==> config.mk <==
export PLATFORM = sky130hd
export DESIGN_NAME = host_comm_master
export DESIGN_NICKNAME = d
export VERILOG_FILES = /design/src/rtl/host_comm_pkg.sv /design/src/rtl/host_uart_rx.sv /design/src/rtl/host_comm_master.sv
export SDC_FILE = /design/constraint.sdc
export NUM_CORES = 1
export LEC_CHECK = 0
export CORE_ASPECT_RATIO = 1.2
export CORE_MARGIN = 2
export CORE_UTILIZATION = 51
export CTS_CLUSTER_SIZE = 12
export DETAILED_ROUTE_END_ITERATION = 10
export HOLD_SLACK_MARGIN = 0.1
export MAX_ROUTING_LAYER = met4
export PLACE_DENSITY = 0.76
export RECOVER_POWER = 50
export SYNTH_ARGS = -nofsm -noshare
export SYNTH_HDL_FRONTEND = slang
export SYNTH_SLANG_ARGS = --single-unit
export TNS_END_PERCENT = 1
==> constraint.sdc <==
create_clock -name clk -period 2.5 [get_ports clk]
set_clock_uncertainty 0.15 [all_clocks]
set_input_delay 0.25 -clock clk [delete_from_list [all_inputs] [get_ports clk]]
set_output_delay 0.25 -clock clk [all_outputs]
set_load 0.03 [all_outputs]
==> src/rtl/host_comm_pkg.sv <==
// Shared constants, state encodings and frame helper for host_comm_master.
package host_comm_pkg;

  localparam int unsigned BAUD_DIV_DEFAULT = 108;
  localparam int unsigned FRAME_BITS       = 10;
  localparam int unsigned BIT_IDX_W        = 4;

  typedef enum logic [1:0] {
    TX_IDLE,
    TX_HIGH,
    TX_LOW
  } tx_state_e;

  typedef enum logic [1:0] {
    RX_IDLE,
    RX_START,
    RX_DATA,
    RX_STOP
  } rx_state_e;

  // Line level for bit position idx of an 8N1 frame: 0 start, 1..8 data LSB first, 9 stop.
  function automatic logic frame_bit(input logic [7:0] data, input logic [BIT_IDX_W-1:0] idx);
    logic [2:0] sel;
    logic       val;
    sel = 3'(idx - BIT_IDX_W'(1));
    if (idx == '0) begin
      val = 1'b0;
    end else if (idx >= BIT_IDX_W'(FRAME_BITS - 1)) begin
      val = 1'b1;
    end else begin
      val = data[sel];
    end
    return val;
  endfunction

endpackage

==> src/rtl/host_uart_rx.sv <==
// 8N1 UART receiver with synchronizer and rdy/clr_rdy handshake.
// FRAME_ERR_EN: when defined, a zero stop bit raises frm_err_o instead of rdy_o.
module host_uart_rx
  import host_comm_pkg::*;
#(
  parameter int unsigned BAUD_DIV = BAUD_DIV_DEFAULT
) (
  input  logic       clk,
  input  logic       rst,
  input  logic       rx_i,
  input  logic       clr_rdy_i,
  output logic       rdy_o,
  output logic [7:0] data_o
`ifdef FRAME_ERR_EN
  ,
  output logic       frm_err_o
`endif
);

  localparam int unsigned CNT_W = $clog2(BAUD_DIV);

  rx_state_e        state_q;
  logic             sync1_q;
  logic             sync2_q;
  logic             prev_q;
  logic [CNT_W-1:0] cnt_q;
  logic [2:0]       bitn_q;
  logic [7:0]       shreg_q;
  logic [7:0]       data_q;
  logic             rdy_q;
`ifdef FRAME_ERR_EN
  logic             frm_q;
`endif

  logic fall;
  logic full_bit;
  logic half_bit;

  assign fall     = prev_q & ~sync2_q;
  assign full_bit = (cnt_q == CNT_W'(BAUD_DIV - 1));
  assign half_bit = (cnt_q == CNT_W'(BAUD_DIV / 2 - 1));

  // Synchronizer, receive FSM and ready handshake; a completing byte overrides clr_rdy.
  always_ff @(posedge clk or posedge rst) begin
    if (rst) begin
      state_q <= RX_IDLE;
      sync1_q <= 1'b1;
      sync2_q <= 1'b1;
      prev_q  <= 1'b1;
      cnt_q   <= '0;
      bitn_q  <= '0;
      shreg_q <= '0;
      data_q  <= '0;
      rdy_q   <= 1'b0;
`ifdef FRAME_ERR_EN
      frm_q   <= 1'b0;
`endif
    end else begin
      sync1_q <= rx_i;
      sync2_q <= sync1_q;
      prev_q  <= sync2_q;
      if (clr_rdy_i) begin
        rdy_q <= 1'b0;
`ifdef FRAME_ERR_EN
        frm_q <= 1'b0;
`endif
      end
      case (state_q)
        RX_IDLE: begin
          if (fall) begin
            state_q <= RX_START;
            cnt_q   <= '0;
          end
        end
        RX_START: begin
          if (half_bit) begin
            cnt_q  <= '0;
            bitn_q <= '0;
            if (!sync2_q) begin
              state_q <= RX_DATA;
              rdy_q   <= 1'b0;
            end else begin
              state_q <= RX_IDLE;
            end
          end else begin
            cnt_q <= cnt_q + CNT_W'(1);
          end
        end
        RX_DATA: begin
          if (full_bit) begin
            cnt_q   <= '0;
            shreg_q <= {sync2_q, shreg_q[7:1]};
            if (bitn_q == 3'd7) begin
              state_q <= RX_STOP;
            end else begin
              bitn_q <= bitn_q + 3'd1;
            end
          end else begin
            cnt_q <= cnt_q + CNT_W'(1);
          end
        end
        RX_STOP: begin
          if (full_bit) begin
            cnt_q   <= '0;
            state_q <= RX_IDLE;
            data_q  <= shreg_q;
`ifdef FRAME_ERR_EN
            if (sync2_q) begin
              rdy_q <= 1'b1;
              frm_q <= 1'b0;
            end else begin
              frm_q <= 1'b1;
            end
`else
            rdy_q <= 1'b1;
`endif
          end else begin
            cnt_q <= cnt_q + CNT_W'(1);
          end
        end
        default: state_q <= RX_IDLE;
      endcase
    end
  end

  assign rdy_o  = rdy_q;
  assign data_o = data_q;
`ifdef FRAME_ERR_EN
  assign frm_err_o = frm_q;
`endif

endmodule

==> src/rtl/host_comm_master.sv <==
// Host-side UART command master: sends 16-bit commands as two 8N1 bytes, receives response bytes.
// FRAME_ERR_EN: when defined, exposes frm_err for stop-bit errors on received bytes.
module host_comm_master
  import host_comm_pkg::*;
#(
  parameter int unsigned BAUD_DIV = BAUD_DIV_DEFAULT
) (
  input  logic        clk,
  input  logic        rst,
  input  logic        RX,
  output logic        TX,
  input  logic [15:0] cmd,
  input  logic        snd_cmd,
  output logic        cmd_cmplt,
  output logic        rdy,
  output logic [7:0]  rx_data,
  input  logic        clr_rdy
`ifdef FRAME_ERR_EN
  ,
  output logic        frm_err
`endif
);

  localparam int unsigned CNT_W = $clog2(BAUD_DIV);

  tx_state_e            state_q;
  logic [15:0]          shadow_q;
  logic [CNT_W-1:0]     baud_q;
  logic [BIT_IDX_W-1:0] bit_q;
  logic                 tx_q;
  logic                 cmplt_q;
  logic                 fin_q;

  logic [7:0] cur_byte;

  assign cur_byte = (state_q == TX_HIGH) ? shadow_q[15:8] : shadow_q[7:0];

  // Command sequencer and bit shifter; the low byte starts right after the high stop bit.
  always_ff @(posedge clk or posedge rst) begin
    if (rst) begin
      state_q  <= TX_IDLE;
      shadow_q <= '0;
      baud_q   <= '0;
      bit_q    <= '0;
      tx_q     <= 1'b1;
      cmplt_q  <= 1'b0;
      fin_q    <= 1'b0;
    end else begin
      fin_q <= 1'b0;
      if (fin_q) begin
        cmplt_q <= 1'b1;
      end
      case (state_q)
        TX_IDLE: begin
          if (snd_cmd) begin
            shadow_q <= cmd;
            state_q  <= TX_HIGH;
            baud_q   <= '0;
            bit_q    <= '0;
            tx_q     <= 1'b0;
            cmplt_q  <= 1'b0;
          end
        end
        TX_HIGH, TX_LOW: begin
          if (baud_q == CNT_W'(BAUD_DIV - 1)) begin
            baud_q <= '0;
            if (bit_q == BIT_IDX_W'(FRAME_BITS - 1)) begin
              bit_q <= '0;
              if (state_q == TX_HIGH) begin
                state_q <= TX_LOW;
                tx_q    <= 1'b0;
              end else begin
                state_q <= TX_IDLE;
                tx_q    <= 1'b1;
                fin_q   <= 1'b1;
              end
            end else begin
              bit_q <= bit_q + BIT_IDX_W'(1);
              tx_q  <= frame_bit(cur_byte, bit_q + BIT_IDX_W'(1));
            end
          end else begin
            baud_q <= baud_q + CNT_W'(1);
          end
        end
        default: state_q <= TX_IDLE;
      endcase
    end
  end

  assign TX        = tx_q;
  assign cmd_cmplt = cmplt_q;

  host_uart_rx #(
    .BAUD_DIV (BAUD_DIV)
  ) u_rx (
    .clk       (clk),
    .rst       (rst),
    .rx_i      (RX),
    .clr_rdy_i (clr_rdy),
    .rdy_o     (rdy),
    .data_o    (rx_data)
`ifdef FRAME_ERR_EN
    ,
    .frm_err_o (frm_err)
`endif
  );

endmodule

==> run metrics <==
status finished, violations left; failing checks capacitance limit, slew limit; sequential share of power 40.2%; Crit path depth 7; utilization after layout 63.3%; CP delay by family, top multiplexers; Starting Density 52.2%; largest net degree at the start of global routing 65; element type at the critical path end register; P&R area growth vs syn 21.2%; largest cells by area after synthesis dfrtp_1 (48%), mux2_2 (13%), ha_1 (4.4%); final-report setup violation count 0; compound-gate portion of the synthesized area 10.5%; largest family of logic cells by synthesized area multiplexers; count leader, synth dfrtp_1; Final Hold Fails 0; register area 1610 um^2; antenna cells 0; wire per inst 14.2 um; Initial DRC Count 110; Vias 2,131; share of layout cells above drive strength 1 23.9%; Seq/Total Area, Yosys 51.5%; Critical Path RT 2.61 ns; nets 336; worst skew pair latency 0.34 ns; Adder-Cell Fraction of Synth Area 4.41%; worst-path fanout max 5; final worst-path cycle share 92.5%; die extent in x 75.4 um; # H-tree levels 3; # rows 31; clock share of power 25.9%; Post-synth EDFFs 0; asr flop ratio synth 100%; CP startpoint bit_q[1]$_DFFE_PP0P_; post-route ant nets 0; DP Wirelength 3930 um; Switching Share 32.7%; PostCTS Resize Cnt 0; GPL Wtd Cong 0.845; CTS root buffer clkbuf_8; Max-Cap Viols 1; CP Launch Type register; Max VDD drop 0.766 mV; CP arrival 2.42 ns; GRT Residual Overflow 0; Buffers on Ports 31; Clock Path Buffers 2; highest cell delay on the worst timing path 0.50 ns; Seq cells post-synth 64; Post-synth top cells dfrtp_1 (60), mux2_2 (36), nand2_1 (18); DIE HEIGHT 89.7 um; simple-gate share of the synthesized area 11.7%; Slew Viols, Final 65; register-to-register setup slack 0.19 ns; Lkg Pwr 0.00169 uW; RR Startpoint bit_q[1]$_DFFE_PP0P_; Synth cell types 54; TritonCTS Buffers 9; DRC violations left 0; crit-path cells inv_1 > ha_1 > mux4_2 > mux2_2 > a22o_1 > o221ai_1 > a211oi_1; Post-Syn Instances 259; setup total negative slack 0 ns; DIE AREA 6760 um^2; CP max-delay cell mux4_2; crit path time final 2.31 ns; number of cells on the worst reg-to-reg path 7; antenna violations before repair 0; clock sinks 64; Post-CTS Setup Bufs 0; internal power 2560 uW; first-pass detailed-route iteration total 4; GRT Util Overall 20.1%; core area 5970 um^2; RSZ-0062 raised after global routing no; IO Pins 32; CTS Hold Bufs 0; Primary FF master, synth dfrtp_1; number of fill cells 485; area occupied by multi-input gates 1430 um^2; Hold Path Class register to register; TritonCTS clock tree yes; Max transition margin -2.21%; Max Clk Rate 433 MHz; worst r2r dst TX$_DFFE_PP1P_; Synth Warn # 0; CP bufs+invs 1; Post-Syn Area 3120 um^2; Synth Area in XOR/XNOR 2.25%; Power Density 1010 nW/um^2; crit path kind register to register; last element of the critical path TX$_DFFE_PP1P_; mux cell area share after synthesis 16.9%; Slew @ Worst Pin 1.53 ns; leading area contributor after synthesis dfrtp_1; Synth top area share 48.1%; total routed wirelength 5550 um; NetSw 1250 uW; Avg Cell Area, Syn 12.0 um^2; Worst-path clk slew 0.07 ns; Comb pwr share 33.9%; via density per instance 5.45; global-route wire length before repair 9850 um; vias in the first global route 2,188; Hold Path Origin u_rx.sync1_q$_DFF_PP1_; post-synth net total 291
[how the worst min path moves through the flow]
stage                                  to  slack [ns]  cells past startpoint
2_1_floorplan      u_rx.sync1_q$_DFF_PP1_        0.10                      0
3_3_place_gp       u_rx.sync2_q$_DFF_PP1_        0.20                      0
3_5_place_dp       u_rx.sync2_q$_DFF_PP1_        0.20                      0
4_1_cts        u_rx.data_o[1]$_DFFE_PP0P_        0.16                      3
5_1_grt            u_rx.sync2_q$_DFF_PP1_        0.22                      0
6_report           u_rx.sync2_q$_DFF_PP1_        0.21                      0
[power by group through the flow]
stage / registers, uW / logic [uW] / clock network, uW
2_1_floorplan: 1470 / 1030 / 0
3_3_place_gp: 1530 / 1260 / 0
3_5_place_dp: 1540 / 1310 / 0
4_1_cts: 1530 / 1320 / 1010
5_1_grt: 1570 / 1440 / 1060
6_report: 1530 / 1290 / 985
[kinds of logic (layout without fill, tap and decap cells)]
group                      after synthesis  in the layout
adders and majority gates               11             11
xor gates and xnor gates                 8              8
and+or+nand+nor                         66             66
muxes                                   44             44
buffers and inverters                   18             68
DFF                                     64             64
AOI/OAI and AO/OA                       48             48
[worst reg2reg max path: stages, from the launching register on]
cell,delay [ns]
dfrtp_1,0.42
inv_1,0.10
ha_1,0.32
mux4_2,0.50
mux2_2,0.28
a22o_1,0.23
o221ai_1,0.14
a211oi_1,0.10
[flip-flops by register name (all words and copies together) (netlist names), named ones only]
| signal | count |
|---|---|
| u_rx.sync2_q | 1 |
| cmd_cmplt | 1 |
| state_q | 2 |
| bit_q | 4 |
| fin_q | 1 |
| u_rx.state_q | 1 |
| baud_q | 7 |
| u_rx.cnt_q | 7 |
| u_rx.sync1_q | 1 |
| TX | 1 |
| u_rx.prev_q | 1 |
| u_rx.bitn_q | 3 |
| u_rx.rdy_o | 1 |
| u_rx.shreg_q | 8 |
| u_rx.data_o | 8 |
| shadow_q | 16 |
[cell usage in the layout, fill, tap and decap left out, types with 2 or more instances in the layout]
cell	instances
dfrtp_1	60
mux2_2	36
clkdlybuf4s50_1	29
nand2_1	18
nor2_1	12
o21ai_0	11
ha_1	11
clkbuf_8	10
inv_1	9
a21oi_1	9
buf_4	8
nand3_1	7
a21o_1	5
nor2b_1	4
xor2_1	4
mux2i_1	4
nand4_1	4
xnor2_1	4
dfstp_2	3
nor3b_1	3
nor4_1	3
nand3b_1	3
mux4_2	3
clkinv_1	2
nor3b_2	2
a211oi_1	2
a22o_1	2
o21ai_1	2
o31ai_1	2
or3_1	2
clkbuf_1	2
clkinvlp_4	2
bufinv_16	2
dlygate4sd3_1	2
[stage by stage]
stage / worst slack, ns / hold WS (ns) / std cells / power [uW] / instance area (um^2)
floorplan: 0.0521 / 0.104 / 259 / 2500 / 3120
global route: 0.108 / 0.223 / 391 / 4080 / 3780
finish: 0.188 / 0.213 / 391 / 3810 / 3780
global placement: 0.267 / 0.198 / 375 / 2800 / 3580
detailed placement: 0.217 / 0.198 / 375 / 2850 / 3580
CTS: 0.184 / 0.155 / 391 / 3850 / 3800
[layout make-up]
cell class | count | share of cell area (%)
sequential | 64 | 42.5
tap | 82 | 2.71
inverter | 11 | 1.09
clock buffer | 11 | 3.74
timing repair buffer | 41 | 10.0
multi-input combinational | 177 | 37.8
clock inverter | 5 | 2.12
[layer usage]
layer  GRT usage, %  share of wire, %  vias to the layer above
li1               -                 -                     1027
met1           23.3                44                     1056
met5              -                 0                        -
met4           9.09               1.8                        0
met2           32.4                51                       37
met3           5.36               2.9                       11
(Power assumes the default switching activity.)
